<file path="src/rtl/serial_subtractor_4bits_pkg.sv">
// Shared definitions for the bit-serial subtractor: FSM state encoding and
// the counter-width helper.
package serial_subtractor_4bits_pkg;

    typedef enum logic [1:0] {
        ST_IDLE = 2'b00,
        ST_RUN  = 2'b01,
        ST_DONE = 2'b10
    } state_t;

    // Bits needed to count 0..value-1, never less than one.
    function automatic int clog2(input int value);
        int r;
        r = 0;
        while ((1 << r) < value) begin
            r++;
        end
        return (r < 1) ? 1 : r;
    endfunction

endpackage

</file>
<file path="src/rtl/serial_subtractor_4bits_full_subtractor_1bit.sv">
// One-bit full subtractor: diff = x - y - bin, with borrow-out.
module full_subtractor_1bit (
    input  logic x,
    input  logic y,
    input  logic bin,
    output logic diff,
    output logic bout
);

    always_comb begin
        diff = x ^ y ^ bin;
        bout = (~x & y) | (~(x ^ y) & bin);
    end

endmodule

</file>
<file path="src/rtl/serial_subtractor_4bits.sv">
// Bit-serial subtractor d = a - b - bi, LSB first, one bit per clock, with a
// start/busy/done handshake toward the controlling sequencer.
module serial_subtractor_4bits
    import serial_subtractor_4bits_pkg::*;
#(
    parameter int WIDTH = 4
) (
    input  logic             clk,
    input  logic             rst_n,
    input  logic             start,
    input  logic [WIDTH-1:0] a,
    input  logic [WIDTH-1:0] b,
    input  logic             bi,
    output logic             busy,
    output logic             done,
    output logic [WIDTH-1:0] d,
    output logic             bo
);

    localparam int CNT_W = clog2(WIDTH);

    state_t           state;
    state_t           state_nxt;
    logic [CNT_W-1:0] cnt;
    logic [WIDTH-1:0] a_sr;
    logic [WIDTH-1:0] b_sr;
    logic [WIDTH-1:0] r_sr;
    logic             br;
    logic             diff_bit;
    logic             bout_bit;
    logic             last_bit;
    logic             accept;
    logic [WIDTH-1:0] r_next;

    full_subtractor_1bit u_fs (
        .x   (a_sr[0]),
        .y   (b_sr[0]),
        .bin (br),
        .diff(diff_bit),
        .bout(bout_bit)
    );

    // A new operation may start from IDLE or straight out of DONE.
    assign accept   = start && ((state == ST_IDLE) || (state == ST_DONE));
    assign last_bit = (cnt == CNT_W'(WIDTH - 1));
    assign r_next   = {diff_bit, r_sr[WIDTH-1:1]};
    assign busy     = (state == ST_RUN);
    assign done     = (state == ST_DONE);

    always_comb begin
        state_nxt = ST_IDLE;
        case (state)
            ST_IDLE: state_nxt = accept ? ST_RUN : ST_IDLE;
            ST_RUN:  state_nxt = last_bit ? ST_DONE : ST_RUN;
            ST_DONE: state_nxt = accept ? ST_RUN : ST_IDLE;
            default: state_nxt = ST_IDLE;
        endcase
    end

    always_ff @(posedge clk or negedge rst_n) begin
        if (!rst_n) begin
            state <= ST_IDLE;
        end else begin
            state <= state_nxt;
        end
    end

    // Datapath: operands shift right, result fills in from the MSB side.
    always_ff @(posedge clk or negedge rst_n) begin
        if (!rst_n) begin
            cnt  <= '0;
            a_sr <= '0;
            b_sr <= '0;
            r_sr <= '0;
            br   <= 1'b0;
            d    <= '0;
            bo   <= 1'b0;
        end else if (accept) begin
            cnt  <= '0;
            a_sr <= a;
            b_sr <= b;
            r_sr <= '0;
            br   <= bi;
        end else if (state == ST_RUN) begin
            cnt  <= cnt + 1'b1;
            a_sr <= a_sr >> 1;
            b_sr <= b_sr >> 1;
            r_sr <= r_next;
            br   <= bout_bit;
            if (last_bit) begin
                d  <= r_next;
                bo <= bout_bit;
            end
        end
    end

endmodule

</file>
<file path="config.mk">
export PLATFORM = sky130hd
export DESIGN_NAME = serial_subtractor_4bits
export DESIGN_NICKNAME = d
export VERILOG_FILES = /design/src/rtl/serial_subtractor_4bits_pkg.sv /design/src/rtl/serial_subtractor_4bits_full_subtractor_1bit.sv /design/src/rtl/serial_subtractor_4bits.sv
export SDC_FILE = /design/constraint.sdc
export NUM_CORES = 1
export LEC_CHECK = 0
export ABC_AREA = 1
export CAP_MARGIN = 0
export CORE_UTILIZATION = 48
export CTS_BUF_LIST = sky130_fd_sc_hd__clkbuf_4 sky130_fd_sc_hd__clkbuf_8 sky130_fd_sc_hd__clkbuf_16
export CTS_CLUSTER_DIAMETER = 60
export DETAILED_ROUTE_END_ITERATION = 10
export GPL_TIMING_DRIVEN = 1
export PLACE_DENSITY = 0.75
export SLEW_MARGIN = 10
export SYNTH_ARGS = -nofsm -noshare
export SYNTH_HDL_FRONTEND = slang
export SYNTH_SLANG_ARGS = --single-unit
</file>
<file path="constraint.sdc">
create_clock -name clk -period 1.3 [get_ports clk]
set_input_delay 0.26 -clock clk [delete_from_list [all_inputs] [get_ports clk]]
set_output_delay 0.26 -clock clk [all_outputs]
set_load 0.005 [all_outputs]
</file>
# After elaboration in Yosys (flattened, before gate mapping)
# Cells that the tools add are included.
[classes] n_addsub=1 n_eq_ne=3 mux=13 bitwise=8 reduce_logical=6
[ops] cell="4-bit 2-to-1 mux" n=6
[ops] cell="2-bit 2-to-1 mux" n=3
[ops] cell="2-bit equality test, second input constant" n=2
[ops] cell="2-bit case mux with 2 select lines" n=1
[ops] cell="1-bit 2-to-1 mux" n=3
[ops] cell="1-bit NOT" n=3
[ops] cell="3-bit AND reduction" n=1
[ops] cell="2-bit by 1-bit adder with 2-bit output, second input constant" n=1
[ops] cell="1-bit AND" n=2
[ops] cell="2-bit by 1-bit equality test with 1-bit output, second input constant" n=1
[ops] cell="2-bit logical NOT" n=1
[ops] cell="2-bit nonzero test" n=1
[ops] cell="2-bit OR reduction" n=1
[ops] cell="1-bit XOR" n=2
[ops] cell="1-bit logical AND" n=1
[ops] cell="1-bit logical OR" n=1
[ops] cell="1-bit bitwise OR" n=1
[totals] reg_bits=22 inputBits=12 output_inout_bits=7 word_cells=39

# Logic depth before layout (Yosys ltp)
# Gate-level depths: netlist of run 1.
[logic_depth] word_depth=6 ltp_mapped=5 ltp_nobuf=5

# By module
# A second synthesis of run 1 with hierarchy kept.
[hier_totals] hier_cells=104 area_unflattened_um2=942.2
[by_module_without_submodules] mod="serial_subtractor_4bits" n_inst=1 cells_per_inst=100 area_per_inst_um2=910.9 seq_area_each_um2=525.5
[by_module_without_submodules] mod="full_subtractor_1bit" n_inst=1 cells_per_inst=4 area_per_inst_um2=31.3 seq_area_each_um2=0.0

# Worst setup path after synthesis of run 1
# Ideal clock, no wire load.
[synth_path] path_type="reg2reg" start="register b_sr[0]" end="register r_sr[3]" setup_ns=0.117 arrival_ns=0.965 t_required_ns=1.183 slack_ns=0.218 path_stages_with_launch=5 n_path_buf=0 period_less_slack_ns=1.082 cell_sequence="dfrtp_1 > inv_1 > fa_1 > nand2_1 > nand2_1"
[synth_between] elab_chain_cells=4
[synth_lines] item="start: declaration" line="serial_subtractor_4bits.sv:26" rtl="logic [WIDTH-1:0] b_sr;"
[synth_lines] item="start signal: assignment" line="serial_subtractor_4bits.sv:87" rtl="b_sr <= b_sr >> 1;"
[synth_lines] item="1-bit XOR (2 in series)" line="serial_subtractor_4bits_full_subtractor_1bit.sv:11" rtl="diff = x ^ y ^ bin;"
[synth_lines] item="via diff_bit" line="serial_subtractor_4bits.sv:29" rtl="logic diff_bit;"
[synth_lines] item="4-bit 2-to-1 mux" line="serial_subtractor_4bits.sv:84" rtl="end else if (state == ST_RUN) begin"
[synth_lines] item="4-bit 2-to-1 mux" line="serial_subtractor_4bits.sv:78" rtl="end else if (accept) begin"
[synth_lines] item="end signal: assignment" line="serial_subtractor_4bits.sv:88" rtl="r_sr <= r_next;"
[synth_lines] item="end: declaration" line="serial_subtractor_4bits.sv:27" rtl="logic [WIDTH-1:0] r_sr;"
# The timed path passes the listed nets, and every way through them passes these cells. The select of a mux whose other input is x is not followed.
# A chain may end at the register's enable or synchronous reset.

# Worst setup path in the final report of run 1
[layout_path] start="register state[1]" end="output busy"
[layout_between] elab_chain_cells=1
[layout_lines] item="start: declaration" line="serial_subtractor_4bits.sv:22" rtl="state_t state;"
[layout_lines] item="start signal: assignment" line="serial_subtractor_4bits.sv:64" rtl="state <= state_nxt;"
[layout_lines] item="2-bit by 1-bit equality test with 1-bit output" line="serial_subtractor_4bits.sv:47" rtl="assign busy = (state == ST_RUN);"
[layout_lines] item="end: declaration" line="serial_subtractor_4bits.sv:14" rtl="output logic busy,"
# Every way passes these cells.

==> impl_metrics.env, run 1 <==
export IMPL_fin_hold_ws_ps=274
export IMPL_arrival_ps=1070
export IMPL_drc=0
export IMPL_slowest_delay_ps=410
export IMPL_drv_slew=0
export IMPL_crit_path_end_kind="output port"
export IMPL_htreeDepth=1
export IMPL_wl_mm=1.98
export IMPL_cts_sinks=21
export IMPL_r2r_end="a_sr[1]$_DFFE_PN0P_"
export IMPL_setup_violations_final=1
export IMPL_grt_first_pass_wirelength_mm=3.03
export IMPL_areaGrowthSynthToFinish_pct=34.1
export IMPL_start_util=0.528
export IMPL_critPathRequiredTime_ps=1040
export IMPL_final_hold_viol_count=0
export IMPL_n_fill_cell=147
export IMPL_chipHeight_um=46.3
export IMPL_critPathSlowestCell="dfrtp_1"
export IMPL_irDropWorstVdd_v=0.00134
export IMPL_hold_path_class="in2async"
export IMPL_crit_chain="buf_6, nor2_4, buf_2"
export IMPL_core_rowCount=15
export IMPL_die_w_um=46.3
export IMPL_io_pins=19
export IMPL_r2r_setup_slack_ps=0
export IMPL_antenna_found_initial=0
export IMPL_cts_root_buffer="clkbuf_4"
export IMPL_yosysUniqueCellTypes=14
export IMPL_worst_path_max_fanout=2
export IMPL_track_usage=0.205
export IMPL_ys_ff_latch=21
export IMPL_r2r_start="state[1]$_DFF_PN0_"
export IMPL_path_clk_slew_ps=120
export IMPL_yosys_warnings=0
export IMPL_hpwl_mm=1.29
export IMPL_firstDrtPassIters=4
export IMPL_p_total_w=0.00291
export IMPL_cts_buffer_depth=2
export IMPL_grt_max_degree=22
export IMPL_gp_congestion=0.804
export IMPL_finalClockSkew_ps=5.73
export IMPL_coreArea_mm2=0.00178
export IMPL_powerDensity_mw_per_mm2=2300
export IMPL_crit_buf_inv=2
export IMPL_finalCritPeriodShare=1.03
export IMPL_yosysTopAreaCellShare=0.558
export IMPL_period_minus_slack_ps=1330
export IMPL_yosysSeqAreaShare=0.558
export IMPL_synthTopCellsByArea="dfrtp_1 (56%), nand2_1 (17%), nand3_1 (11%)"
export IMPL_grt_pass1_vias=706
export IMPL_port_buffers=18
export IMPL_cp_start_kind="flip-flop"
export IMPL_vias=784
export IMPL_drive_above_1_share=0.204
export IMPL_cp_startpoint="state[1]$_DFF_PN0_"
export IMPL_ant_nets=0
export IMPL_tightest_slew_ps=269
export IMPL_slew_headroom=0.821
export IMPL_syn_area_um2=942
export IMPL_rsz0062_at_grt="yes"
export IMPL_via_per_inst=4.84
export IMPL_worst_path_stages=3
export IMPL_syn_nets=118
export IMPL_leakage_nw=0.656
export IMPL_cts_buffers=3
export IMPL_drt_iter0_markers=9
export IMPL_synth_top_cell_by_area="dfrtp_1"
export IMPL_status="finished, violations left"
export IMPL_clkLatencyLatePin_ps=310
export IMPL_setup_worst_path_end="busy"
export IMPL_worst_slack_ps=-33.4
export IMPL_violations="negative setup slack"
export IMPL_ff2ff_path_depth=8
export IMPL_gr_total_overflow=0
export IMPL_wl_per_cell_um=12.2
export IMPL_pre_cts_slack_ps=-20.4
export IMPL_cts_tree="done"
export IMPL_diodes=0
export IMPL_max_freq_mhz=750
export IMPL_crit_family="flip-flops"
export IMPL_nets=152
export IMPL_critical_path_class="reg2out"
export IMPL_syn_area_per_cell_um2=9.06
export IMPL_fp_dieArea_mm2=0.00214
export IMPL_synth_cells=104
export IMPL_cap_violations=0
-- flip-flops by register name (all words and copies together), names as in the netlist --
register  flops
br            1
d             4
a_sr          4
cnt           2
bo            1
b_sr          4
r_sr          3
state         2
-- repair_timing --
action | CTS | global route
pin swaps | 1 | 3
gates resized for setup | 13 | 5
hold buffers | 0 | 0
setup endpoints to repair | 7 | 7
buffers inserted | 5 | 3
-- cell usage in the layout (no fill, tap or decap) --
cell             Yosys  layout
nand2_1             42      41
nand3_1             21      21
dfrtp_1             21      21
buf_4                1      12
clkdlybuf4s50_1      0      11
inv_1                6       6
dlygate4sd2_1        0       5
clkbuf_4             0       3
nor2_4               2       2
o21ai_0              2       2
buf_6                2       2
inv_4                0       1
nand2_8              0       1
nand2_4              2       1
nor2_1               1       1
nor2_2               1       1
nand2_2              0       1
fa_2                 0       1
ha_1                 1       1
clkinv_2             0       1
buf_2                0       1
clkbuf_2             0       1
-- area by class of cell --
cell class	instances	area (µm²)	area share
Inverter	7	28.8	0.0228
Clock buffer	3	22.5	0.0178
Clock inverter	1	5.00	0.00396
Sequential cell	21	526	0.416
Timing Repair Buffer	32	277	0.219
Tap cell	25	31.3	0.0248
Multi-Input combinational cell	73	374	0.296
-- power breakdown --
part	internal (W)	switching (W)
combinational	0.000692	0.000775
sequential	0.000947	0.000172
clock	0.000115	0.000207
total	0.00175	0.00115
-- how the worst min path moves through the flow --
stage                              startpoint             endpoint  slack [ps]  cells past startpoint
after floorplan                         rst_n  a_sr[0]$_DFFE_PN0P_         -40                      0
after global placement    r_sr[1]$_DFFE_PN0P_     d[0]$_DFFE_PN0P_         460                      2
after detailed placement     d[1]$_DFFE_PN0P_     d[1]$_DFFE_PN0P_         460                      2
after CTS                               rst_n   cnt[0]$_DFFE_PN0P_         290                      2
after global routing                    rst_n   cnt[0]$_DFFE_PN0P_         300                      2
final                                   rst_n       br$_DFFE_PN0P_         270                      2
-- logic make-up (layout without fill, tap and decap cells) --
kind of cell	count (synthesis)	in the layout	share of synthesized area
simple gates	69	69	0.337
buf+inv	10	43	0.0598
fa+ha+maj	2	2	0.0345
flops	21	21	0.558
compound gates	2	2	0.0106
-- synthesized netlist by cell type, drive strengths merged --
master / number
buf: 3
dfrtp: 21
fa: 1
ha: 1
inv: 7
nand2: 44
nand3: 21
nor2: 4
o21ai: 2
-- per-layer routing --
| layer | vias to the layer above | track usage | share of wire |
|---|---|---|---|
| li1 | 394 | - | - |
| met1 | 369 | 0.278 | 0.45 |
| met2 | 16 | 0.317 | 0.51 |
| met3 | 5 | 0.0235 | 0.024 |
| met4 | 0 | 0.112 | 0.018 |
| met5 | - | 0 | 0 |
-- metrics by stage --
stage          instance area [µm²]  instances  TNS [ps]   util
3_3_place_gp                  1170        150     -6.44  0.655
6_report                      1260        162     -33.4  0.709
3_5_place_dp                  1170        150     -42.7  0.655
5_1_grt                       1260        162      -373  0.709
4_1_cts                       1230        159     -40.9  0.689
2_1_floorplan                  942        104         0      -
No activity file was read; power rests on OpenSTA's default activity.
==> inputs of run 2 (changes only) <==
- CELL_PAD_IN_SITES_DETAIL_PLACEMENT: unset -> 1
- CELL_PAD_IN_SITES_GLOBAL_PLACEMENT: unset -> 1
- CORE_UTILIZATION: 48 -> 37
- PLACE_DENSITY: 0.75 -> unset
- PLACE_DENSITY_LB_ADDON: unset -> 0.1
==> run 2 against run 1 <==
  * The run still ends with negative setup slack left
  * Worst setup slack improved by 28 ps
  * Total power decreased by 0.17%
  * Critical path depth rose by 1
  * First-iteration DRC count is 78% lower
  * Hold slack better by 18 ps
  * Sequential cell count did not move
  * Count of clock-buffer cells in the layout rose by 1
  * Combinational power about the same
  * Final cell count rose by 0.62%
==> impl_metrics.env, run 2 (synthesis results as in run 1) <==
export IMPL_tightest_slew_ps=272
export IMPL_areaGrowthSynthToFinish_pct=34.8
export IMPL_clkPwrFrac=0.115
export IMPL_cap_violations=0
export IMPL_chipHeight_um=52.5
export IMPL_wl_mm=2.22
export IMPL_setup_violations_final=1
export IMPL_cts_hold_buffers=0
export IMPL_fp_dieArea_mm2=0.00275
export IMPL_cp_start_kind="flip-flop"
export IMPL_gr_total_overflow=0
export IMPL_cts_buffer_depth=2
export IMPL_hold_path_class="in2async"
export IMPL_track_usage=0.188
export IMPL_start_util=0.410
export IMPL_die_w_um=52.5
export IMPL_io_pins=19
export IMPL_wl_per_cell_um=13.6
export IMPL_core_rowCount=17
export IMPL_setup_tns_ps=-4.91
export IMPL_nets=150
export IMPL_worst_path_max_fanout=2
export IMPL_final_cell_mix="nand2_1 (39), nand3_1 (21), dfrtp_1 (20)"
export IMPL_rsz0062_at_grt="yes"
export IMPL_p_total_w=0.00290
export IMPL_hpwl_mm=1.46
export IMPL_path_clk_slew_ps=110
export IMPL_status="finished, violations left"
export IMPL_coreArea_mm2=0.00230
export IMPL_fin_hold_ws_ps=291
export IMPL_antenna_found_initial=0
export IMPL_port_buffers=18
export IMPL_largestRegisters="a_sr: 4 flops, b_sr: 4 flops, d: 4 flops"
export IMPL_cts_root_buffer="clkbuf_4"
export IMPL_final_hold_viol_count=0
export IMPL_p_seq_frac=0.388
export IMPL_slowest_delay_ps=430
export IMPL_finalClockSkew_ps=2.72
export IMPL_critical_path_class="reg2out"
export IMPL_critPathSlowestCell="dfrtp_2"
export IMPL_drv_slew=0
export IMPL_crit_chain="buf_6, inv_4, nor2_4, clkbuf_2"
export IMPL_cts_sinks=21
export IMPL_pre_cts_slack_ps=-58.5
export IMPL_cts_tree="done"
export IMPL_grt_first_pass_wirelength_mm=3.71
export IMPL_drt_iter0_markers=2
export IMPL_clkLatencyLatePin_ps=300
export IMPL_drive_above_1_share=0.222
export IMPL_period_minus_slack_ps=1300
export IMPL_firstDrtPassIters=4
export IMPL_powerDensity_mw_per_mm2=2290
export IMPL_via_per_inst=4.99
export IMPL_grt_pass1_vias=849
export IMPL_leakage_nw=0.651
export IMPL_n_fill_cell=292
export IMPL_gp_congestion=0.705
export IMPL_max_freq_mhz=766
export IMPL_critPathRequiredTime_ps=1040
export IMPL_intPower_w=0.00175
export IMPL_finalCritPeriodShare=1.00
export IMPL_drc=0
export IMPL_arrival_ps=1040
export IMPL_slew_headroom=0.819
export IMPL_final_common_cell="nand2_1"
export IMPL_htreeDepth=1
export IMPL_combPwrFrac=0.497
export IMPL_violations="negative setup slack"
export IMPL_r2r_setup_slack_ps=90
export IMPL_crit_path_end_kind="output port"
export IMPL_irDropWorstVdd_v=0.00128
export IMPL_vias=813
export IMPL_ant_nets=0
export IMPL_diodes=0
export IMPL_grt_max_degree=22
export IMPL_worst_slack_ps=-4.91
export IMPL_p_switching_w=0.00115
export IMPL_cts_buffers=3
export IMPL_p_sw_frac=0.397
## run 2: cell count changes in the layout (fill, tap and decap cells not counted), moves of 2 or more
cell     previous run  this run
buf_4              12         8
buf_6               2         4
nand2_1            41        39
nand2_2             1         3
nor2_4              2         4
## run 2: power by group through the flow
stage          combinational (W)  clock, W  sequential (W)
2_1_floorplan           0.000832         0         0.00112
3_3_place_gp             0.00125         0         0.00114
3_5_place_dp             0.00129         0         0.00115
4_1_cts                  0.00140  0.000346         0.00112
5_1_grt                  0.00163  0.000382         0.00115
6_report                 0.00144  0.000334         0.00113
## run 2: cell type report
| type | instances | area, µm² | area share |
|---|---|---|---|
| inverters | 7 | 28.8 | 0.0227 |
| clock buffers | 4 | 30.0 | 0.0236 |
| well taps | 28 | 35.0 | 0.0276 |
| multi-input cells | 73 | 380 | 0.300 |
| flip-flops and latches | 21 | 527 | 0.415 |
| repair buffers | 30 | 269 | 0.212 |
## run 2: per-layer routing
layer  wire length (µm)  share of wire  GRT usage  vias up
met5                  0              0          0        -
met4                 31          0.014     0.0658        0
met3                 66          0.030     0.0348        4
met2               1150           0.52      0.346       15
met1                970           0.44      0.215      403
li1                   -              -          -      391
## run 2: worst max-delay path: cells and delay by family, from the launching register on
kind / cells / cell delay [ps]
DFF: 1 / 430
and+or+nand+nor: 1 / 30
buffers and inverters: 3 / 280
## run 2: final timing paths
path / from / endpoint / depth (start not counted)
setup reg to reg: state[0]$_DFF_PN0_ / br$_DFFE_PN0P_ / 7
setup / recovery: state[0]$_DFF_PN0_ / busy / 4
max in group asynchronous: rst_n / state[0]$_DFF_PN0_ / 2
hold reg to reg: d[2]$_DFFE_PN0P_ / d[2]$_DFFE_PN0P_ / 2
hold / removal: rst_n / br$_DFFE_PN0P_ / 2
min in group clk: b[3] / b_sr[3]$_DFFE_PN0P_ / 3
## run 2: per-stage QoR
| step | std cells | util | area (µm²) |
|---|---|---|---|
| after CTS | 162 | 0.541 | 1240 |
| after floorplan | 104 | - | 942 |
| final | 163 | 0.553 | 1270 |
| after detailed placement | 153 | 0.510 | 1170 |
| after global routing | 163 | 0.553 | 1270 |
| after global placement | 153 | 0.510 | 1170 |
## run 2: what timing repair did
item,in CTS,in global routing
setup buffers,5,1
endpoints found under the setup margin,7,14
resized for setup,17,9
cloned,0,1
pin swaps,1,2
==> inputs of run 3 (changes only) <==
- SLEW_MARGIN: 10 -> unset
==> results of run 3 <==
No change in the layout: final DEF, timing and power equal those of run 2.
